===== src/rtl/peak_dpu_ls_pkg.sv =====
// Shared definitions for the load/store unit.
//   - ls op encodings (LB..SW) as produced by the ld/st decoder
//   - exception cause codes returned with ls_done/ls_exc
//   - FSM state encoding
//   - helpers: store detection and alignment check
package peak_dpu_ls_pkg;

    localparam logic [2:0] LS_LB  = 3'd0;
    localparam logic [2:0] LS_LH  = 3'd1;
    localparam logic [2:0] LS_LW  = 3'd2;
    localparam logic [2:0] LS_LBU = 3'd3;
    localparam logic [2:0] LS_LHU = 3'd4;
    localparam logic [2:0] LS_SB  = 3'd5;
    localparam logic [2:0] LS_SH  = 3'd6;
    localparam logic [2:0] LS_SW  = 3'd7;

    localparam logic [3:0] CAUSE_LD_MISALIGN = 4'd4;
    localparam logic [3:0] CAUSE_LD_FAULT    = 4'd5;
    localparam logic [3:0] CAUSE_ST_MISALIGN = 4'd6;
    localparam logic [3:0] CAUSE_ST_FAULT    = 4'd7;

    typedef enum logic [2:0] {
        ST_IDLE  = 3'd0,
        ST_REQ   = 3'd1,
        ST_RSP   = 3'd2,
        ST_DRAIN = 3'd3,
        ST_FIN   = 3'd4
    } lsu_state_t;

    function automatic logic is_store(input logic [2:0] op);
        return (op == LS_SB) || (op == LS_SH) || (op == LS_SW);
    endfunction

    function automatic logic is_misaligned(input logic [2:0] op, input logic [1:0] ea_lo);
        logic mis;
        mis = 1'b0;
        case (op)
            LS_LH, LS_LHU, LS_SH: mis = ea_lo[0];
            LS_LW, LS_SW:         mis = |ea_lo;
            default:              mis = 1'b0;
        endcase
        return mis;
    endfunction

endpackage


===== src/rtl/peak_dpu_lsu_fmt.sv =====
// Lane formatting for the load/store unit (purely combinational).
//   op       : captured ls op
//   ea_lo    : low two bits of the effective address
//   st_src   : captured rs2 value
//   rdata    : raw bus read data
//   be       : byte enables (all ones for loads)
//   st_data  : lane-replicated store data
//   we       : 1 for stores
//   ld_data  : extracted and extended load result
module peak_dpu_lsu_fmt
    import peak_dpu_ls_pkg::*;
(
    input  logic [2:0]  op,
    input  logic [1:0]  ea_lo,
    input  logic [31:0] st_src,
    input  logic [31:0] rdata,
    output logic [3:0]  be,
    output logic [31:0] st_data,
    output logic        we,
    output logic [31:0] ld_data
);

    logic [31:0] sh;

    always_comb begin
        be      = 4'b1111;
        st_data = st_src;
        we      = 1'b0;
        sh      = rdata >> {ea_lo, 3'b000};
        ld_data = rdata;
        case (op)
            LS_LB:  ld_data = {{24{sh[7]}}, sh[7:0]};
            LS_LBU: ld_data = {24'h0, sh[7:0]};
            LS_LH:  ld_data = {{16{sh[15]}}, sh[15:0]};
            LS_LHU: ld_data = {16'h0, sh[15:0]};
            LS_LW:  ld_data = rdata;
            LS_SB: begin
                we      = 1'b1;
                be      = 4'b0001 << ea_lo;
                st_data = {4{st_src[7:0]}};
            end
            LS_SH: begin
                we      = 1'b1;
                be      = ea_lo[1] ? 4'b1100 : 4'b0011;
                st_data = {2{st_src[15:0]}};
            end
            LS_SW: begin
                we      = 1'b1;
                be      = 4'b1111;
                st_data = st_src;
            end
            default: ld_data = rdata;
        endcase
    end

endmodule


===== src/rtl/peak_dpu_lsu.sv =====
// Load/store execution unit. Accepts one ls op at a time, checks alignment,
// runs a single-outstanding valid/ready bus transaction and reports
// writeback plus completion/exception status.
//   ls_*       : op request from the decoder, ls_flush kills the op in flight
//   dbus_*     : data bus request (vld/rdy) and response (vld/data/err)
//   wb_*       : one-cycle load writeback
//   ls_done    : one-cycle completion, ls_exc/ls_exc_cause/ls_badaddr qualify it
//
// state | meaning
// IDLE  | ready for a new op
// REQ   | bus request presented, waiting for dbus_req_rdy
// RSP   | request accepted, waiting for response or timeout
// DRAIN | op flushed, swallowing the outstanding response
// FIN   | report completion for one cycle
module peak_dpu_lsu
    import peak_dpu_ls_pkg::*;
#(
    parameter int unsigned TIMEOUT = 0,
    parameter int unsigned CNT_W   = 8
) (
    input  logic        clk,
    input  logic        rst_n,
    input  logic        ls_req_vld,
    output logic        ls_req_rdy,
    input  logic [2:0]  ls_op,
    input  logic [31:0] ls_base,
    input  logic [31:0] ls_imm,
    input  logic [31:0] ls_wdata,
    input  logic [4:0]  ls_rd,
    input  logic        ls_flush,
    output logic        dbus_req_vld,
    input  logic        dbus_req_rdy,
    output logic [31:0] dbus_addr,
    output logic        dbus_we,
    output logic [3:0]  dbus_be,
    output logic [31:0] dbus_wdata,
    input  logic        dbus_rsp_vld,
    input  logic [31:0] dbus_rsp_data,
    input  logic        dbus_rsp_err,
    output logic        wb_vld,
    output logic [4:0]  wb_addr,
    output logic [31:0] wb_data,
    output logic        ls_done,
    output logic        ls_exc,
    output logic [3:0]  ls_exc_cause,
    output logic [31:0] ls_badaddr
);

    localparam bit             TO_EN   = (TIMEOUT != 0);
    localparam logic [CNT_W-1:0] TO_LAST = TO_EN ? CNT_W'(TIMEOUT - 1) : '0;

    lsu_state_t        state_q, state_d;
    logic [2:0]        op_q, op_d;
    logic [31:0]       ea_q, ea_d;
    logic [31:0]       wdata_q, wdata_d;
    logic [4:0]        rd_q, rd_d;
    logic [CNT_W-1:0]  cnt_q, cnt_d;
    logic [31:0]       ldata_q, ldata_d;
    logic              exc_q, exc_d;
    logic [3:0]        cause_q, cause_d;

    logic [31:0] ea;
    logic [3:0]  fmt_be;
    logic [31:0] fmt_st_data;
    logic        fmt_we;
    logic [31:0] fmt_ld_data;
    logic        timeout_hit;
    logic [3:0]  fault_cause;
    logic        fin_live;

    assign ea = ls_base + ls_imm;

    peak_dpu_lsu_fmt u_fmt (
        .op      (op_q),
        .ea_lo   (ea_q[1:0]),
        .st_src  (wdata_q),
        .rdata   (dbus_rsp_data),
        .be      (fmt_be),
        .st_data (fmt_st_data),
        .we      (fmt_we),
        .ld_data (fmt_ld_data)
    );

    assign timeout_hit = TO_EN && (cnt_q == TO_LAST);
    assign fault_cause = is_store(op_q) ? CAUSE_ST_FAULT : CAUSE_LD_FAULT;

    always_comb begin
        state_d = state_q;
        op_d    = op_q;
        ea_d    = ea_q;
        wdata_d = wdata_q;
        rd_d    = rd_q;
        cnt_d   = cnt_q;
        ldata_d = ldata_q;
        exc_d   = exc_q;
        cause_d = cause_q;
        case (state_q)
            ST_IDLE: begin
                if (ls_req_vld && !ls_flush) begin
                    op_d    = ls_op;
                    ea_d    = ea;
                    wdata_d = ls_wdata;
                    rd_d    = ls_rd;
                    exc_d   = 1'b0;
                    cause_d = 4'd0;
                    if (is_misaligned(ls_op, ea[1:0])) begin
                        exc_d   = 1'b1;
                        cause_d = is_store(ls_op) ? CAUSE_ST_MISALIGN : CAUSE_LD_MISALIGN;
                        state_d = ST_FIN;
                    end else begin
                        state_d = ST_REQ;
                    end
                end
            end
            ST_REQ: begin
                if (dbus_req_rdy) begin
                    cnt_d   = '0;
                    // flush on the accept cycle still owes us a response
                    state_d = ls_flush ? ST_DRAIN : ST_RSP;
                end else if (ls_flush) begin
                    state_d = ST_IDLE;
                end
            end
            ST_RSP: begin
                if (TO_EN) begin
                    cnt_d = cnt_q + CNT_W'(1);
                end
                // response takes priority over a coincident timeout
                if (dbus_rsp_vld) begin
                    ldata_d = fmt_ld_data;
                    if (dbus_rsp_err) begin
                        exc_d   = 1'b1;
                        cause_d = fault_cause;
                    end
                    state_d = ls_flush ? ST_IDLE : ST_FIN;
                end else if (timeout_hit) begin
                    exc_d   = 1'b1;
                    cause_d = fault_cause;
                    state_d = ls_flush ? ST_IDLE : ST_FIN;
                end else if (ls_flush) begin
                    state_d = ST_DRAIN;
                end
            end
            ST_DRAIN: begin
                if (TO_EN) begin
                    cnt_d = cnt_q + CNT_W'(1);
                end
                if (dbus_rsp_vld || timeout_hit) begin
                    state_d = ST_IDLE;
                end
            end
            ST_FIN: begin
                state_d = ST_IDLE;
            end
            default: begin
                state_d = ST_IDLE;
            end
        endcase
    end

    always_ff @(posedge clk or negedge rst_n) begin
        if (!rst_n) begin
            state_q <= ST_IDLE;
            op_q    <= 3'd0;
            ea_q    <= 32'h0;
            wdata_q <= 32'h0;
            rd_q    <= 5'd0;
            cnt_q   <= '0;
            ldata_q <= 32'h0;
            exc_q   <= 1'b0;
            cause_q <= 4'd0;
        end else begin
            state_q <= state_d;
            op_q    <= op_d;
            ea_q    <= ea_d;
            wdata_q <= wdata_d;
            rd_q    <= rd_d;
            cnt_q   <= cnt_d;
            ldata_q <= ldata_d;
            exc_q   <= exc_d;
            cause_q <= cause_d;
        end
    end

    // Bus fields come only from captured registers, gated by the REQ state.
    assign ls_req_rdy   = (state_q == ST_IDLE);
    assign dbus_req_vld = (state_q == ST_REQ);
    assign dbus_addr    = dbus_req_vld ? {ea_q[31:2], 2'b00} : 32'h0;
    assign dbus_we      = dbus_req_vld & fmt_we;
    assign dbus_be      = dbus_req_vld ? fmt_be : 4'b0000;
    assign dbus_wdata   = dbus_req_vld ? fmt_st_data : 32'h0;

    assign fin_live     = (state_q == ST_FIN) && !ls_flush;
    assign ls_done      = fin_live;
    assign ls_exc       = fin_live & exc_q;
    assign ls_exc_cause = ls_exc ? cause_q : 4'd0;
    assign ls_badaddr   = ls_exc ? ea_q : 32'h0;
    assign wb_vld       = fin_live & !exc_q & !is_store(op_q) & (rd_q != 5'd0);
    assign wb_addr      = wb_vld ? rd_q : 5'd0;
    assign wb_data      = wb_vld ? ldata_q : 32'h0;

endmodule


===== config.mk =====
export PLATFORM = sky130hd
export DESIGN_NAME = peak_dpu_lsu
export DESIGN_NICKNAME = d
export VERILOG_FILES = /design/src/rtl/peak_dpu_ls_pkg.sv /design/src/rtl/peak_dpu_lsu_fmt.sv /design/src/rtl/peak_dpu_lsu.sv
export SDC_FILE = /design/constraint.sdc
export NUM_CORES = 1
export LEC_CHECK = 0
export ABC_AREA = 1
export CAP_MARGIN = 20
export CORE_MARGIN = 5
export CORE_UTILIZATION = 47
export CTS_CLUSTER_DIAMETER = 50
export DETAILED_ROUTE_END_ITERATION = 7
export PLACE_DENSITY = 0.89
export SLEW_MARGIN = 0
export SYNTH_ARGS = -nofsm -noshare
export SYNTH_HDL_FRONTEND = slang
export SYNTH_SLANG_ARGS = --single-unit
export TNS_END_PERCENT = 20

===== constraint.sdc =====
create_clock -name clk -period 2 [get_ports clk]
set_clock_uncertainty 0.2 [all_clocks]
set_input_delay 0.4 -clock clk [delete_from_list [all_inputs] [get_ports clk]]
set_output_delay 0.4 -clock clk [all_outputs]
set_load 0.01 [all_outputs]

==> impl_metrics.py <==
metrics = {
    "run_status": {
        "status": "complete, but fails checks",
        "violations": "negative setup slack",
    },
    "worst_setup_path": {
        "cp_slowest_cell": "dfrtp_1",
        "critPathLaunch": "op_q[1]$_DFFE_PN0P_",
        "timing.rr.start": "ea_q[1]$_DFFE_PN0P_",
        "crit_chain": "inv_2, nand2_2, nor2_4, buf_6, clkinvlp_4, buf_4, o211ai_1, nand2_1, nor2_1, buf_2",
        "critPathMaxStageDelay_ns": 0.41,
        "endpoint_kind": "primary output",
        "critical_path.max_fanout": 6,
        "endpoint": "dbus_wdata[14]",
        "cp.required_ns": 1.40,
        "r2r_cells": 8,
        "path_class": "reg2out",
        "rr_endpoint": "ldata_q[15]$_DFFE_PN0P_",
        "r2r_slack_ns": 0.09,
        "arrival_ns": 1.98,
        "cp-start-kind": "flip-flop",
    },
    "layout": {
        "final_common_cell": "nand2_1",
        "drive_gt1_share_pct": 24.9,
        "area_delta_synth_final_pct": 58.3,
        "seqCellArea_sq_um": 2750,
        "stdcell_area_sq_um": 13400,
        "fin_nets": 1919,
        "fill_cells": 1247,
        "antennaDiodeCount": 0,
        "final_cell_mix": "399 x nand2_1, 227 x inv_1, 135 x clkdlybuf4s50_1",
        "multi_input_area_sq_um": 5250,
    },
    "clocking": {
        "numCtsBuffers": 9,
        "clock_latency_ns": 0.35,
        "cts_sinks": 110,
        "cts-root-buf": "clkbuf_16",
        "tritoncts": "built",
        "clock_path_buffers": 2,
        "htreeDepth": 3,
        "cts.clk_slew.worst_paths_ns": 0.07,
    },
    "yosys": {
        "async_flop_share_pct": 100,
        "syn_area_sq_um": 8460,
        "synth_ff_type": "dfrtp_1",
        "synth_edf_count": 0,
        "ys_ff_latch": 110,
        "synthCells": 1358,
        "seq_area_frac_synth_pct": 32.5,
        "avgSynthCellArea_sq_um": 6.23,
        "ys_warn_count": 0,
        "ys_types": 35,
    },
    "flow_run": {
        "drv_cap": 0,
    },
    "detailed_routing": {
        "ant_nets": 0,
        "drt_first_pass_iters": 6,
        "wire_per_inst_um": 16.8,
        "routed_wl_um": 33300,
        "viasPerCell": 5.30,
        "drc": 0,
        "vias": 10500,
        "drt_iter0_drc": 763,
    },
    "floorplan": {
        "dieHeight_um": 144,
        "rows": 49,
        "die_area_sq_um": 20800,
        "ioPinCount": 290,
        "die_width_um": 144,
        "core_sq_um": 17800,
        "initial_utilization_pct": 47.4,
    },
    "placed_design": {
        "portBuffers": 286,
        "dpl-instance-area_sq_um": 12300,
        "gp_congestion": 1.07,
        "hpwl_um": 23700,
    },
    "grt": {
        "grt_max_degree": 50,
        "grt-ovfl-total": 0,
        "antenna_found_initial": 0,
        "track_usage_pct": 30.5,
        "grt_first_pass_wirelength_um": 50900,
        "grt_pass1_vias": 10300,
    },
    "power": {
        "power.total_w": 0.0147,
        "p_leak_nw": 7.12,
        "vdd_drop_max_v": 0.000651,
        "power.density_nw_per_um2": 1100,
    },
    "timing": {
        "fmax_mhz": 387,
        "setup_viol": 169,
        "fin_ws_ns": -0.581,
        "rsz0062_at_grt": "yes",
        "relSlewSlack_pct": 66.3,
        "finalHoldViolations": 0,
        "min_period_over_period_pct": 129,
        "min_period_ns": 2.58,
        "report.final.slew_viol_count": 0,
        "tightest_slew_ns": 0.506,
    },
    "worst_hold_path": {
        "min_path_type": "reg2reg",
    },
}
cell type report:
type,instances,area share (%)
clock buffers,9,1.68
clock inverters,6,0.710
inverters,241,6.88
multi-input cells,956,39.2
flip-flops and latches,110,20.6
well taps,229,2.14
repair buffers,426,28.8
metrics by stage:
stage | hold WS [ns] | util [%] | setup TNS (ns) | std cells | worst slack, ns
after CTS | 0.283 | 73.2 | -51.34 | 1976 | -0.592
after global routing | 0.304 | 75.1 | -66.02 | 1977 | -0.710
after floorplan | -0.0956 | - | -0.589 | 1360 | -0.0230
after detailed placement | 0.192 | 68.9 | -104.39 | 1935 | -0.939
after global placement | 0.185 | 68.9 | -99.14 | 1935 | -0.876
final | 0.285 | 75.1 | -50.68 | 1977 | -0.581
kinds of logic after synthesis:
| group | Yosys count | share of synthesized area, % |
|---|---|---|
| AND/OR/NAND/NOR | 698 | 32.8 |
| other | 1 | 0.0443 |
| AO/OA/AOI/OAI | 207 | 13.7 |
| buffers and inverters | 294 | 14.4 |
| XOR/XNOR | 16 | 1.66 |
| adder cells (fa/ha/maj) | 32 | 4.82 |
| flip-flops | 110 | 32.5 |
sequential cells by signal, summed over array words and instances (netlist names):
signal	flops
cause_q	3
state_q	3
ldata_q	32
ea_q	32
op_q	3
rd_q	5
wdata_q	32
worst min-delay path by stage:
stage                                  from                 endpoint  slack, ns  depth (start not counted)
finish              wdata_q[17]$_DFFE_PN0P_  wdata_q[17]$_DFFE_PN0P_       0.28                          2
detailed placement                    rst_n  ldata_q[29]$_DFFE_PN0P_       0.19                          1
floorplan                             rst_n   cause_q[0]$_DFFE_PN0P_       -0.1                          0
global placement                      rst_n  ldata_q[25]$_DFFE_PN0P_       0.19                          1
global route        wdata_q[29]$_DFFE_PN0P_  wdata_q[29]$_DFFE_PN0P_       0.30                          2
CTS                 wdata_q[17]$_DFFE_PN0P_  wdata_q[17]$_DFFE_PN0P_       0.28                          2
repair_timing:
action | in CTS | in global routing
hold buffers | 1 | 0
endpoints found under the setup margin | 179 | 201
resized for setup | 594 | 112
pin swaps | 15 | 18
hold endpoints to repair | 29 | 0
setup buffers | 20 | 1
gates cloned | 5 | 0
power by group:
part	internal, W	leakage (nW)	switching [W]
Clock	0.00110	0.150	0.000891
Combinational	0.00363	5.63	0.00521
Sequential	0.00331	1.34	0.000614
Total	0.00803	7.12	0.00671
critical path, delay by kind of cell, from the launching register on:
family / cells / cell delay (ns)
AND/OR/NAND/NOR: 4 / 0.39
AO/OA/AOI/OAI: 1 / 0.18
flip-flops: 1 / 0.41
buffers and inverters: 5 / 0.67
Yosys cell counts, types with 5 or more instances:
cell type | number | share of area [%]
a21oi_1 | 66 | 3.9
a32oi_1 | 7 | 0.72
buf_1 | 5 | 0.22
buf_2 | 21 | 1.2
buf_4 | 9 | 0.80
buf_6 | 7 | 0.93
clkbuf_1 | 11 | 0.49
dfrtp_1 | 110 | 33
ha_1 | 31 | 4.6
inv_1 | 232 | 10
inv_2 | 9 | 0.40
nand2_1 | 415 | 18
nand3_1 | 59 | 3.5
nand4_1 | 6 | 0.44
nor2_1 | 198 | 8.8
nor3_1 | 6 | 0.35
o211ai_1 | 14 | 1.2
o21ai_0 | 83 | 4.9
o21ai_1 | 8 | 0.47
o22ai_1 | 18 | 1.3
xnor2_1 | 16 | 1.7
per-layer routing:
| layer | up-vias | wire [um] | GRT usage [%] |
|---|---|---|---|
| li1 | 4971 | - | - |
| met3 | 111 | 2630 | 4.37 |
| met4 | 0 | 1790 | 14.2 |
| met2 | 550 | 16700 | 55.1 |
| met1 | 4853 | 12200 | 35.7 |
| met5 | - | 0 | 0 |
Power figures use the tool's default switching activity.
